===== src/rtl/uart_key_decoder.sv =====
// Maps UART bytes to game commands: FWFT command queue plus per-direction hold mask.
// Optional KEY_CASE_FOLD_EN: uppercase W/S/A/D/J/K decode like their lowercase keys.
module uart_key_decoder #(
  parameter int FIFO_DEPTH  = 4,
  parameter int HOLD_CYCLES = 10000000
) (
  input  logic                          clk,
  input  logic                          reset,
  input  logic [7:0]                    rx_data,
  input  logic                          rx_valid,
  input  logic                          cmd_ready,
  output logic                          cmd_valid,
  output logic [2:0]                    cmd_code,
  output logic [3:0]                    hold_mask,
  output logic [$clog2(FIFO_DEPTH):0]   fifo_level,
  output logic                          overflow,
  output logic [7:0]                    drop_count
);
  localparam int AW = $clog2(FIFO_DEPTH);
  localparam int LW = AW + 1;
  localparam int HW = $clog2(HOLD_CYCLES + 1);
  localparam int ND = 4;

  localparam logic [2:0] C_NONE    = 3'd0;
  localparam logic [2:0] C_UP      = 3'd1;
  localparam logic [2:0] C_DOWN    = 3'd2;
  localparam logic [2:0] C_LEFT    = 3'd3;
  localparam logic [2:0] C_RIGHT   = 3'd4;
  localparam logic [2:0] C_CONFIRM = 3'd5;
  localparam logic [2:0] C_CANCEL  = 3'd6;

  logic [FIFO_DEPTH-1:0][2:0] mem_q, mem_d;
  logic [AW-1:0]              wr_ptr_q, wr_ptr_d, rd_ptr_q, rd_ptr_d;
  logic [LW-1:0]              level_q, level_d;
  logic                       ovf_q, ovf_d;
  logic [7:0]                 drop_q, drop_d;
  logic [ND-1:0][HW-1:0]      hold_q, hold_d;

  logic [2:0]    key_code;
  logic [ND-1:0] key_dir;
  logic          mapped, full, push, pop;

  always_comb begin
    key_code = C_NONE;
    case (rx_data)
      8'h77: key_code = C_UP;
      8'h73: key_code = C_DOWN;
      8'h61: key_code = C_LEFT;
      8'h64: key_code = C_RIGHT;
      8'h20, 8'h6A: key_code = C_CONFIRM;
      8'h6B: key_code = C_CANCEL;
`ifdef KEY_CASE_FOLD_EN
      8'h57: key_code = C_UP;
      8'h53: key_code = C_DOWN;
      8'h41: key_code = C_LEFT;
      8'h44: key_code = C_RIGHT;
      8'h4A: key_code = C_CONFIRM;
      8'h4B: key_code = C_CANCEL;
`endif
      default: key_code = C_NONE;
    endcase
  end

  // Direction one-hot in hold_mask bit order {RIGHT, LEFT, DOWN, UP}
  always_comb begin
    key_dir = '0;
    if (rx_valid) begin
      case (key_code)
        C_UP:    key_dir = 4'b0001;
        C_DOWN:  key_dir = 4'b0010;
        C_LEFT:  key_dir = 4'b0100;
        C_RIGHT: key_dir = 4'b1000;
        default: key_dir = 4'b0000;
      endcase
    end
  end

  assign mapped = rx_valid && (key_code != C_NONE);
  assign full   = (level_q == LW'(FIFO_DEPTH));
  assign pop    = cmd_valid && cmd_ready;
  // A pop frees the slot in the same cycle, so a full queue still accepts.
  assign push   = mapped && (!full || pop);

  always_comb begin
    mem_d    = mem_q;
    wr_ptr_d = wr_ptr_q;
    rd_ptr_d = rd_ptr_q;
    level_d  = level_q;
    if (push) begin
      mem_d[wr_ptr_q] = key_code;
      wr_ptr_d        = wr_ptr_q + AW'(1);
    end
    if (pop) rd_ptr_d = rd_ptr_q + AW'(1);
    case ({push, pop})
      2'b10:   level_d = level_q + LW'(1);
      2'b01:   level_d = level_q - LW'(1);
      default: level_d = level_q;
    endcase
    ovf_d  = ovf_q || (mapped && !push);
    drop_d = drop_q;
    if (rx_valid && !mapped && drop_q != 8'hFF) drop_d = drop_q + 8'd1;
  end

  // Opposite direction of bit i is bit i^1 (UP/DOWN, LEFT/RIGHT).
  always_comb begin
    hold_d = hold_q;
    for (int i = 0; i < ND; i++) begin
      if (key_dir[i])          hold_d[i] = HW'(HOLD_CYCLES);
      else if (key_dir[i ^ 1]) hold_d[i] = '0;
      else if (hold_q[i] != '0) hold_d[i] = hold_q[i] - HW'(1);
    end
  end

  always_ff @(posedge clk) mem_q <= mem_d;

  always_ff @(posedge clk or negedge reset) begin
    if (!reset) begin
      wr_ptr_q <= '0;
      rd_ptr_q <= '0;
      level_q  <= '0;
      ovf_q    <= 1'b0;
      drop_q   <= '0;
      hold_q   <= '0;
    end else begin
      wr_ptr_q <= wr_ptr_d;
      rd_ptr_q <= rd_ptr_d;
      level_q  <= level_d;
      ovf_q    <= ovf_d;
      drop_q   <= drop_d;
      hold_q   <= hold_d;
    end
  end

  always_comb begin
    for (int i = 0; i < ND; i++) hold_mask[i] = (hold_q[i] != '0);
  end

  assign cmd_valid  = (level_q != '0);
  assign cmd_code   = cmd_valid ? mem_q[rd_ptr_q] : C_NONE;
  assign fifo_level = level_q;
  assign overflow   = ovf_q;
  assign drop_count = drop_q;
endmodule


===== config.mk =====
export PLATFORM = sky130hd
export DESIGN_NAME = uart_key_decoder
export DESIGN_NICKNAME = d
export VERILOG_FILES = /design/src/rtl/uart_key_decoder.sv
export SDC_FILE = /design/constraint.sdc
export NUM_CORES = 1
export LEC_CHECK = 0
export CORE_MARGIN = 3
export CORE_UTILIZATION = 50
export DETAILED_ROUTE_END_ITERATION = 8
export PLACE_DENSITY = 0.68
export SETUP_SLACK_MARGIN = 0.05
export SYNTH_ARGS = -nofsm -noshare
export SYNTH_HDL_FRONTEND = slang
export SYNTH_SLANG_ARGS = --single-unit

===== constraint.sdc =====
create_clock -name clk -period 7.47 [get_ports clk]
set_input_delay 1.494 -clock clk [delete_from_list [all_inputs] [get_ports clk]]
set_output_delay 1.494 -clock clk [all_outputs]
set_load 0.01 [all_outputs]

==> results.yml <==
status:
  status: "finished, final reports clean"
yosys:
  synth.most_common_cell: "dfrtp_1"
  synth_top_family_by_area: "simple AND/OR/NAND/NOR gates"
  synth-adder-area-share: 0.02190
  syn_nets: 697
  synth-compound-area-share: 0.1136
  synth.top_cell.area_share: 0.4228
  syn-cell-area_um2: 6629
  synth_common_cells: "dfrtp_1, nor2_1, xnor2_1"
  netlist_top_cells_area: "dfrtp_1, xnor2_1, edfxtp_1"
  synth_seq_cells: 124
  synthArstFlopShare: 0.9032
  synth_edf_count: 12
  ys.flop_type: "dfrtp_1"
  yosysSeqAreaShare: 0.4772
  syn_avg_cell_area_um2: 9.835
  synth_xor_area_frac: 0.1110
  ys_types: 54
  synth_top_cell_by_area: "dfrtp_1"
  synth-simple-area-share: 0.2295
  syn_inst: 674
  yosysWarnings: 0
  synth_mux_area_frac: 0.01812
drt:
  wire_per_inst_um: 15.80
  via_count: 5183
  viasPerCell: 5.817
  dr.pass1.iters: 5
  route.detailed.drc: 0
  ant_nets: 0
  drt_iter0_drc: 367
  wl_mm: 14.08
worst_hold_path:
  min_path_type: "register to register"
clock_tree:
  cts_root_buf: "clkbuf_16"
  cts_setup_buffers: 0
  cts_resized: 0
  cts_tree: "built"
  clk_pin_slew_ps: 60
  clock-sinks: 124
  postCtsHoldBufs: 0
  clk_path_buf_depth: 2
  clock_latency_ps: 420
  htreeDepth: 4
  numCtsBuffers: 17
die:
  start_util: 0.5190
  fp.dieW_um: 121.1
  die-area_um2: 14670
  core-area_um2: 12770
  io_pins: 32
  row_count: 41
  die_h_um: 121.1
finish:
  area_growth_pct: 16.76
  fill_cells: 1034
  final_nets: 729
  drive_gt1_frac: 0.07510
  n_antenna_cell: 0
  stdcell_count: 891
global_routing:
  grt_use_total: 0.2101
  grt_pass1_wl_mm: 24.62
  gr-usage-met2: 0.3366
  grt_max_degree: 74
  grt.busiest_layer: "met2"
  grt_antenna_before_repair: 0
  grtUsageMet3: 0.04942
  met1_usage: 0.2818
  gr-total-overflow: 0
  grt_pass1_vias: 5124
critical_path:
  critPathSlowestCell: "nor2_1"
  crit_chain: "nor4_1 > nand4_1 > nor2_1 > inv_1 > clkdlybuf4s50_1"
  path_class: "register to primary output"
  endpoint_kind: "primary output"
  slowest_delay_ps: 640
  critPathMaxFanout: 14
  critPathLaunchType: "register"
  arrival_ps: 3180
  crit_required_ps: 5980
place:
  gp_congestion: 0.8532
  dp.cells: 859
  hpwl_mm: 9.332
  port_buffers: 31
timing:
  fmax_mhz: 214.1
  slew_headroom: 0.2449
  skew_ps: 9.241
  tightest_slew_ps: 1122
  finalSetupViolations: 0
  period_minus_slack_ps: 4670
  hold_violations: 0
  rsz0062_at_grt: "false"
  drv_slew: 0
  setup_tns_ps: 0
  fin_crit_sh: 0.6251
pwr:
  cellLeakagePower_nw: 2.862
  peakVddDrop_mv: 0.1666
  cellPowerDensity_nw_per_um2: 331.6
job:
  max-cap-violations: 0
==> cells by family after synthesis <==
logic type | count (synthesis)
adder cells (fa/ha/maj) | 11
multiplexers | 8
flip-flops | 124
buffers and inverters | 50
XOR/XNOR | 84
AND/OR/NAND/NOR | 277
AO/OA/AOI/OAI | 120
==> path summary, 6_finish.rpt <==
kind	start	endpoint	slack, ps	cells after the start
setup / recovery	hold_q[18]	hold_mask[0]	2800	5
hold / removal	overflow	overflow	520	1
setup reg to reg	hold_q[77]	hold_q[76]	4480	6
hold reg to reg	overflow	overflow	520	1
max in group asynchronous	reset	hold_q[29]	5090	2
min in group asynchronous	reset	hold_q[52]	1050	1
==> cells in the final DEF, fill, tap and decap left out, drive strengths merged, types with 4 or more instances in the layout <==
master,Yosys,routed
nand3b,5,5
nand3,18,18
xor2,35,35
o31ai,11,11
nand4,7,7
and3,6,6
clkdlybuf4s50,0,30
a21o,4,4
or2,5,5
a211oi,9,9
edfxtp,12,12
a21oi,22,22
clkbuf,23,25
a2111oi,7,7
dfrtp,112,112
or4,24,24
nor3,33,33
clkinv,1,5
o21ai,40,40
o211ai,5,5
or3,31,31
nor2,71,71
ha,10,10
and2,12,12
inv,23,23
nand4b,6,6
nor4,21,21
xnor2,49,49
buf,3,9
a31oi,10,10
nand2,22,22
==> state kept, by name, indices dropped and copies added, names as in the netlist <==
signal	cells
drop_count	8
overflow	1
rd_ptr_q	2
hold_q	96
fifo_level	3
wr_ptr_q	2
mem_q	12
==> area by class of cell <==
cell class / count / area, µm² / share of cell area
Clock buffer: 25 / 495.5 / 0.06402
Clock inverter: 7 / 113.9 / 0.01471
Inverter: 24 / 90.09 / 0.01164
Multi-Input combinational cell: 500 / 3294 / 0.4256
Sequential cell: 124 / 3163 / 0.4087
Tap cell: 172 / 215.2 / 0.02780
Timing Repair Buffer: 39 / 367.9 / 0.04753
==> through the flow <==
stage / utilization / worst slack [ps] / cell area (µm²) / power (W) / hold WS (ps)
CTS: 0.6059 / 2822 / 7740 / 0.002590 / 517.2
floorplan: - / 3429 / 6629 / 0.001503 / 474.5
global route: 0.6059 / 2509 / 7740 / 0.002746 / 540.9
detailed placement: 0.5582 / 2812 / 7131 / 0.001731 / 504.6
finish: 0.6059 / 2800 / 7740 / 0.002566 / 522.2
global placement: 0.5582 / 2872 / 7131 / 0.001697 / 492.8
==> layer usage <==
layer  routed length (µm)  part of all wire
met1                 6508              0.46
met2                 6845              0.49
met3                  561             0.040
met4                  165             0.012
met5                    0                 0
==> critical path, delay by kind of cell, from the launching register on <==
kind                   cells  cell delay, ps
DFF                        1             400
buffers and inverters      2             720
and+or+nand+nor            3            1650
==> report_power, final <==
group,switching (W),internal (W)
sequential,0.000217,0.000875
combinational,0.000293,0.000340
clock,0.000282,0.000559
No activity file was read; power rests on OpenSTA's default activity.
